[src/rtl/core_ctrl.sv]
// Multi-cycle RV32I control sequencer: fetch/decode/exec/mem/wb over a shared datapath.
// Latency: 3 cycles (branch), 4 (ALU/jump/store), 5 (load) from FETCH entry, plus memory waits.
// Backpressure: imem_req/dmem_req held until the matching ready; readys outside a request are ignored.
module core_ctrl #(
  parameter int XLEN = 32
) (
  input  logic            clk,
  input  logic            rst,
  input  logic [XLEN-1:0] instr,
  input  logic            branch_taken,
  output logic            imem_req,
  input  logic            imem_ready,
  output logic            dmem_req,
  output logic            dmem_we,
  input  logic            dmem_ready,
  output logic            ir_we,
  output logic            pc_we,
  output logic [1:0]      pc_sel,
  output logic            alu_a_sel,
  output logic            alu_b_sel,
  output logic            rf_we,
  output logic [1:0]      wb_sel,
  output logic            trap,
  output logic [2:0]      state
);

  typedef enum logic [2:0] {
    S_IDLE   = 3'd0,
    S_FETCH  = 3'd1,
    S_DECODE = 3'd2,
    S_EXEC   = 3'd3,
    S_MEM    = 3'd4,
    S_WB     = 3'd5,
    S_TRAP   = 3'd6
  } state_e;

  typedef enum logic [3:0] {
    C_NONE, C_OP, C_OPIMM, C_LOAD, C_STORE, C_BRANCH, C_JAL, C_JALR, C_LUI, C_AUIPC
  } cls_e;

  state_e state_q, state_d;
  cls_e   cls_q, cls_d;
  logic   trap_q, trap_d;
  cls_e   dec_cls;

  // Only the opcode field matters here; the rest of the word feeds the datapath.
  logic unused_instr_hi;
  assign unused_instr_hi = ^instr[XLEN-1:7];

  // Classify the opcode currently sitting in the instruction register.
  always_comb begin
    dec_cls = C_NONE;
    case (instr[6:0])
      7'b0110011: dec_cls = C_OP;
      7'b0010011: dec_cls = C_OPIMM;
      7'b0000011: dec_cls = C_LOAD;
      7'b0100011: dec_cls = C_STORE;
      7'b1100011: dec_cls = C_BRANCH;
      7'b1101111: dec_cls = C_JAL;
      7'b1100111: dec_cls = C_JALR;
      7'b0110111: dec_cls = C_LUI;
      7'b0010111: dec_cls = C_AUIPC;
      default:    dec_cls = C_NONE;
    endcase
  end

  // State, latched class and sticky trap registers; reset abandons any access in flight.
  always_ff @(posedge clk) begin
    if (rst) begin
      state_q <= S_IDLE;
      cls_q   <= C_NONE;
      trap_q  <= 1'b0;
    end else begin
      state_q <= state_d;
      cls_q   <= cls_d;
      trap_q  <= trap_d;
    end
  end

  // Next-state sequencing.
  always_comb begin
    state_d = state_q;
    cls_d   = cls_q;
    trap_d  = trap_q;
    case (state_q)
      S_IDLE:   state_d = S_FETCH;
      S_FETCH:  if (imem_ready) state_d = S_DECODE;
      S_DECODE: begin
        cls_d = dec_cls;
        if (dec_cls == C_NONE) begin
          state_d = S_TRAP;
          trap_d  = 1'b1;
        end else begin
          state_d = S_EXEC;
        end
      end
      S_EXEC: begin
        if (cls_q == C_LOAD || cls_q == C_STORE) state_d = S_MEM;
        else if (cls_q == C_BRANCH)              state_d = S_FETCH;
        else                                     state_d = S_WB;
      end
      S_MEM: begin
        if (dmem_ready) state_d = (cls_q == C_STORE) ? S_FETCH : S_WB;
      end
      S_WB:     state_d = S_FETCH;
      S_TRAP:   state_d = S_TRAP;
      default:  state_d = S_IDLE;
    endcase
  end

  // Moore output decode; ir_we and the store-completion pc_we follow ready, and lose to reset.
  always_comb begin
    imem_req  = 1'b0;
    dmem_req  = 1'b0;
    dmem_we   = 1'b0;
    ir_we     = 1'b0;
    pc_we     = 1'b0;
    pc_sel    = 2'd0;
    alu_a_sel = 1'b0;
    alu_b_sel = 1'b0;
    rf_we     = 1'b0;
    wb_sel    = 2'd0;
    if (state_q == S_EXEC || state_q == S_MEM || state_q == S_WB) begin
      case (cls_q)
        C_OPIMM, C_LOAD, C_STORE, C_JALR, C_LUI: alu_b_sel = 1'b1;
        C_AUIPC, C_JAL: begin
          alu_a_sel = 1'b1;
          alu_b_sel = 1'b1;
        end
        default: ;
      endcase
    end
    case (state_q)
      S_FETCH: begin
        imem_req = 1'b1;
        ir_we    = imem_ready & ~rst;
      end
      S_EXEC: begin
        if (cls_q == C_BRANCH) begin
          pc_we  = 1'b1;
          pc_sel = {1'b0, branch_taken};
        end
      end
      S_MEM: begin
        dmem_req = 1'b1;
        dmem_we  = (cls_q == C_STORE);
        pc_we    = (cls_q == C_STORE) & dmem_ready & ~rst;
      end
      S_WB: begin
        rf_we = 1'b1;
        pc_we = 1'b1;
        case (cls_q)
          C_LOAD:         wb_sel = 2'd1;
          C_JAL, C_JALR:  wb_sel = 2'd2;
          C_LUI:          wb_sel = 2'd3;
          default:        wb_sel = 2'd0;
        endcase
        case (cls_q)
          C_JAL:   pc_sel = 2'd1;
          C_JALR:  pc_sel = 2'd2;
          default: pc_sel = 2'd0;
        endcase
      end
      default: ;
    endcase
  end

  assign trap  = trap_q;
  assign state = state_q;

endmodule
[config.mk]
export PLATFORM = sky130hd
export DESIGN_NAME = core_ctrl
export DESIGN_NICKNAME = d
export VERILOG_FILES = /design/src/rtl/core_ctrl.sv
export SDC_FILE = /design/constraint.sdc
export NUM_CORES = 1
export LEC_CHECK = 0
export ABC_AREA = 1
export BUFFER_PORTS_ARGS = -buffer_cell sky130_fd_sc_hd__buf_4
export CORE_MARGIN = 5
export CORE_UTILIZATION = 43
export CTS_CLUSTER_DIAMETER = 150
export CTS_CLUSTER_SIZE = 8
export DETAILED_ROUTE_END_ITERATION = 8
export MAX_ROUTING_LAYER = met4
export PLACE_DENSITY = 0.88
export SYNTH_ARGS = -nofsm -noshare
export SYNTH_HDL_FRONTEND = slang
export SYNTH_SLANG_ARGS = --single-unit
[constraint.sdc]
create_clock -name clk -period 2.8 [get_ports clk]
set_input_delay 0.28 -clock clk [delete_from_list [all_inputs] [get_ports clk]]
set_output_delay 0.28 -clock clk [all_outputs]
set_load 0.005 [all_outputs]
==> flow_summary.json, run 1 <==
{
  "clk_path_buf_depth": 2,
  "mostFrequentLayoutCells": "27 x buf_4, 22 x nand2_1, 21 x inv_1",
  "dp_hpwl_um": 1520,
  "cp_top_family": "flip-flops",
  "hold_viol": 0,
  "place_congestion": 0.822,
  "crit_path_max_fanout": 5,
  "finalSetupViolCount": 0,
  "period_share_pct": 60.3,
  "arrival_ns": 1.41,
  "via_count": 831,
  "yosysWarnings": 0,
  "numCtsBuffers": 3,
  "first_pass_iters": 4,
  "nNetsFinal": 188,
  "slew_headroom_pct": 80.7,
  "period_needed_ns": 1.69,
  "startpoint_type": "flop",
  "die_w_um": 51.1,
  "viasPerCell": 5.04,
  "cts.sinks": 8,
  "r2r_setup_slack_ns": 1.55,
  "grt_max_degree": 9,
  "synth_cells": 120,
  "synth_nets": 157,
  "wirelength_um": 1740,
  "dieArea_um2": 2610,
  "clock.fmax_ghz": 0.592,
  "crit_chain": "nand2_2 > nor2_4 > inv_2 > nand2_1 > a21boi_0 > buf_4",
  "finalSetupTns_ns": 0,
  "drt_iter0_drc": 16,
  "worstMarginPinSlew_ns": 0.287,
  "final_area_um2": 963,
  "clkSlewWorstSetupHoldPaths_ns": 0.06,
  "status": "complete, no violations",
  "drcViolationCount": 0,
  "critPathCaptureType": "output port",
  "leakagePower_nw": 0.471,
  "initial_core_util_pct": 46.5,
  "placed_cells": 162,
  "antenna-diode-count": 0,
  "clk_latency_ns": 0.26,
  "grt_pass1_wl_um": 2880,
  "synth.avg_cell_area_um2": 6.05,
  "area_growth_pct": 32.8,
  "ctsHoldBuffers": 0,
  "final_cell_count_no_fill": 165,
  "root_buffer": "clkbuf_4",
  "grt_usage_pct": 14.4,
  "cellPowerDensity_nw_per_um2": 733,
  "ys_types": 24,
  "maxCapViolCount": 0,
  "layout_commonest_cell": "buf_4",
  "antenna_found_initial": 0,
  "cts_setup_buffers": 0,
  "rows": 14,
  "worstSetupPathType": "flop to output port",
  "clock-skew-final_ns": 0.0121,
  "route.detailed.wl_per_inst_um": 10.6,
  "grt-ovfl-total": 0,
  "slew_viol_final": 0,
  "cp.buffers_inverters": 2,
  "synth_seq_cells": 8,
  "hp-class": "input port to flop",
  "drive_above_1_share_pct": 34.9,
  "required_ns": 2.52,
  "yosysSeqAreaShare_pct": 22.1,
  "grt_setup_unrepaired": "no",
  "io_buffer_count": 27,
  "die_y_um": 51.1,
  "max-vdd-ir-drop_mv": 0.490,
  "slowest_stage": "dfxtp_1",
  "cp_slowest_stage_delay_ns": 0.45,
  "ctsResizeCount": 0,
  "syn_area_um2": 726,
  "cts-htree-levels": 1,
  "ioPinCount": 53,
  "ant_nets": 0,
  "grt_pass1_vias": 768,
  "core_um2": 1560,
  "place_area_um2": 941,
  "final_util_pct": 61.8,
  "cts_tree": "yes"
}
logic make-up after synthesis:
logic type      count (synthesis)  synth area share, %
flops                           8                 22.1
compound gates                 18                 15.3
simple gates                   66                 47.6
buf+inv                        28                 15.0
cell usage after synthesis (all sizes together):
| master | n | area, um^2 |
|---|---|---|
| a31oi | 1 | 6.26 |
| and3 | 1 | 6.26 |
| inv | 27 | 101 |
| nand2 | 26 | 108 |
| nand4 | 5 | 37.5 |
| nor2 | 19 | 109 |
| dfxtp | 8 | 160 |
| clkbuf | 1 | 7.51 |
| o211ai | 2 | 15.0 |
| nand3 | 12 | 65.1 |
| nor3 | 3 | 20.0 |
| a211oi | 2 | 15.0 |
| a21boi | 1 | 7.51 |
| o21ai | 5 | 25.0 |
| a21oi | 7 | 42.5 |
final timing paths:
kind	depth (start not counted)	end	from
min	2	state[2]	rst
max	6	alu_a_sel	state[0]
max reg2reg	9	state[2]	cls_q[2]
min reg2reg	2	trap	trap
final cells by class:
cell class	count	area, um^2
inverter	27	101
multi-input combinational	84	457
fill	135	596
sequential	8	160
clock buffer	3	22.5
timing repair buffer	27	203
tap	16	20.0
flip-flops by register name, indices dropped and copies added, names as in the netlist:
| name | count |
|---|---|
| trap | 1 |
| cls_q | 4 |
| state | 3 |
power breakdown:
part	internal, mW	switching, mW
combinational	0.171	0.231
sequential	0.158	0.0589
clock	0.0490	0.0384
total	0.379	0.328
metal layers:
metal | routed length, um | share of wire (%) | global-route usage [%]
met5 | 0 | 0 | -
met4 | 34 | 2.0 | 7.62
met3 | 89 | 5.1 | 2.03
met2 | 864 | 50 | 25.8
met1 | 753 | 43 | 15.2
through the flow:
step	hold WS, ns	power, mW	setup slack (ns)
final	0.238	0.706	1.11
after global routing	0.244	0.770	0.967
after floorplan	0.447	0.481	1.55
after detailed placement	0.449	0.621	1.38
after CTS	0.239	0.711	1.10
after global placement	0.442	0.607	1.42
No activity file was read; power rests on OpenSTA's default activity.
==> run 2: changes to the inputs <==
--- a/config.mk
+++ b/config.mk
@@ -8,12 +8,12 @@
 export ABC_AREA = 1
 export BUFFER_PORTS_ARGS = -buffer_cell sky130_fd_sc_hd__buf_4
 export CORE_MARGIN = 5
-export CORE_UTILIZATION = 43
+export CORE_UTILIZATION = 39
 export CTS_CLUSTER_DIAMETER = 150
 export CTS_CLUSTER_SIZE = 8
 export DETAILED_ROUTE_END_ITERATION = 8
 export MAX_ROUTING_LAYER = met4
-export PLACE_DENSITY = 0.88
+export PLACE_DENSITY = 0.82
 export SYNTH_ARGS = -nofsm -noshare
 export SYNTH_HDL_FRONTEND = slang
 export SYNTH_SLANG_ARGS = --single-unit
==> constraint.sdc (replaced) <==
create_clock -name clk -period 1.6 [get_ports clk]
set_input_delay 0.16 -clock clk [delete_from_list [all_inputs] [get_ports clk]]
set_output_delay 0.16 -clock clk [all_outputs]
set_load 0.005 [all_outputs]
==> run 2 against run 1 <==
  * Wire length grew 2.4%
  * Sequential share of layout area shrank 0.081 points
  * Core utilization shrank 4.2 points
  * Hold slack lost 0.11 ns
  * Clock-buffer cell count is the same
  * Clock power grew 71%
  * Flip-flop and latch count is the same
  * Largest cell class unchanged
==> flow_summary.json, run 2 (same netlist as run 1, synthesis figures left out) <==
{
  "slowest_stage": "dfxtp_4",
  "final_util_pct": 57.6,
  "wirelength_um": 1780,
  "area_growth_pct": 38.6,
  "grt_pass1_vias": 738,
  "grt_usage_pct": 14.2,
  "crit_chain": "inv_1 > nor2_4 > nand3_2 > nor3_2 > nand3_1 > nand2_1 > buf_4",
  "place_congestion": 0.823,
  "slew_headroom_pct": 83.6,
  "via_count": 850,
  "numCtsBuffers": 3,
  "io_buffer_count": 27,
  "ant_nets": 0,
  "die_w_um": 53.1,
  "route.detailed.wl_per_inst_um": 10.2,
  "drt_iter0_drc": 17,
  "worstSetupPathType": "flop to output port",
  "grt-ovfl-total": 0,
  "root_buffer": "clkbuf_4",
  "clkSlewWorstSetupHoldPaths_ns": 0.05,
  "cp_slowest_stage_delay_ns": 0.36,
  "hold_start": "rst",
  "clk_path_buf_depth": 2,
  "cts.sinks": 8,
  "cts_tree": "yes",
  "drcViolationCount": 0,
  "grt_max_degree": 9,
  "finalSetupTns_ns": 0,
  "required_ns": 1.44,
  "power.total_mw": 1.27,
  "arrival_ns": 1.35,
  "ioPinCount": 53,
  "initial_core_util_pct": 41.6,
  "nNetsFinal": 189,
  "dieArea_um2": 2820,
  "placed_cells": 171,
  "largest_register_ffs": 4,
  "hp-class": "input port to flop",
  "dp_hpwl_um": 1520,
  "holdPathStages": 2,
  "rr_startpoint": "cls_q[2]",
  "worstReg2RegEnd": "state[2]",
  "final_area_um2": 1010,
  "critPathCaptureType": "output port",
  "whs_ns": 0.123,
  "clock-skew-final_ns": 0.00390,
  "first_pass_iters": 4,
  "antenna-diode-count": 0,
  "clock.fmax_ghz": 0.661,
  "setup_slack_ns": 0.0873,
  "cellPowerDensity_nw_per_um2": 1260,
  "r2r_setup_slack_ns": 0.39,
  "grt_setup_unrepaired": "yes",
  "period_needed_ns": 1.51,
  "clk_latency_ns": 0.25,
  "max-vdd-ir-drop_mv": 0.712,
  "maxCapViolCount": 0,
  "core_um2": 1750,
  "startpoint_type": "flop",
  "grt_pass1_wl_um": 2910,
  "hold_viol": 0,
  "final_cell_count_no_fill": 175,
  "worstMarginPinSlew_ns": 0.246,
  "leakagePower_nw": 0.483,
  "rows": 15,
  "slew_viol_final": 0,
  "drive_above_1_share_pct": 39.3,
  "antenna_found_initial": 0,
  "place_area_um2": 952,
  "crit_path_max_fanout": 4,
  "post-place-ws_ns": 0.320,
  "status": "complete, no violations",
  "viasPerCell": 4.86,
  "whs_endpoint": "state[2]",
  "finalSetupViolCount": 0,
  "r2r_cells": 8,
  "mostFrequentLayoutCells": "28 x buf_4, 22 x nand2_1, 21 x inv_1",
  "layout_commonest_cell": "buf_4",
  "cts-htree-levels": 1,
  "die_y_um": 53.1,
  "largest_register": "cls_q",
  "period_share_pct": 94.5
}
## run 2: layout make-up
type                    instances  area (um^2)
flip-flops and latches          8          166
fillers                       178          739
clock buffers                   3         22.5
well taps                      25         31.3
repair buffers                 28          210
inverters                      27          101
multi-input cells              84          474
## run 2: power by group
part	internal, mW	total (mW)	switching [mW]	leakage (nW)
registers	0.287	0.392	0.105	0.0669
clock network	0.0855	0.149	0.0635	0.0138
logic	0.309	0.731	0.422	0.402
## run 2: worst max-delay path by stage
stage                 to      from  slack (ns)  cells after the start
2_1_floorplan  wb_sel[1]  state[2]        0.47                      4
3_3_place_gp   wb_sel[1]  state[2]        0.34                      5
3_5_place_dp       pc_we  cls_q[2]        0.32                      7
4_1_cts            pc_we  cls_q[2]        0.05                      7
5_1_grt            pc_we  cls_q[2]       -0.04                      7
6_report           pc_we  cls_q[2]        0.09                      7
## run 2: what timing repair did
action                     CTS  global route
setup endpoints to repair    0             7
hold buffers                 0             0
gates resized for setup      0             9
buffers inserted             0             1
## run 2: worst max-delay path, delay by kind of cell (launching register included)
kind                   cells  cell delay (ns)
flip-flops                 1             0.36
AND/OR/NAND/NOR            5             0.57
buffers and inverters      2             0.17
## run 2: metal layers
metal  wire (um)  vias to the layer above  track usage [%]  part of all wire (%)
met5           0                        -                -                     0
met2         927                       24             23.8                    52
met4          21                        0             6.38                   1.2
li1            -                      444                -                     -
met1         733                      380             16.5                    41
met3          99                        2             2.54                   5.6
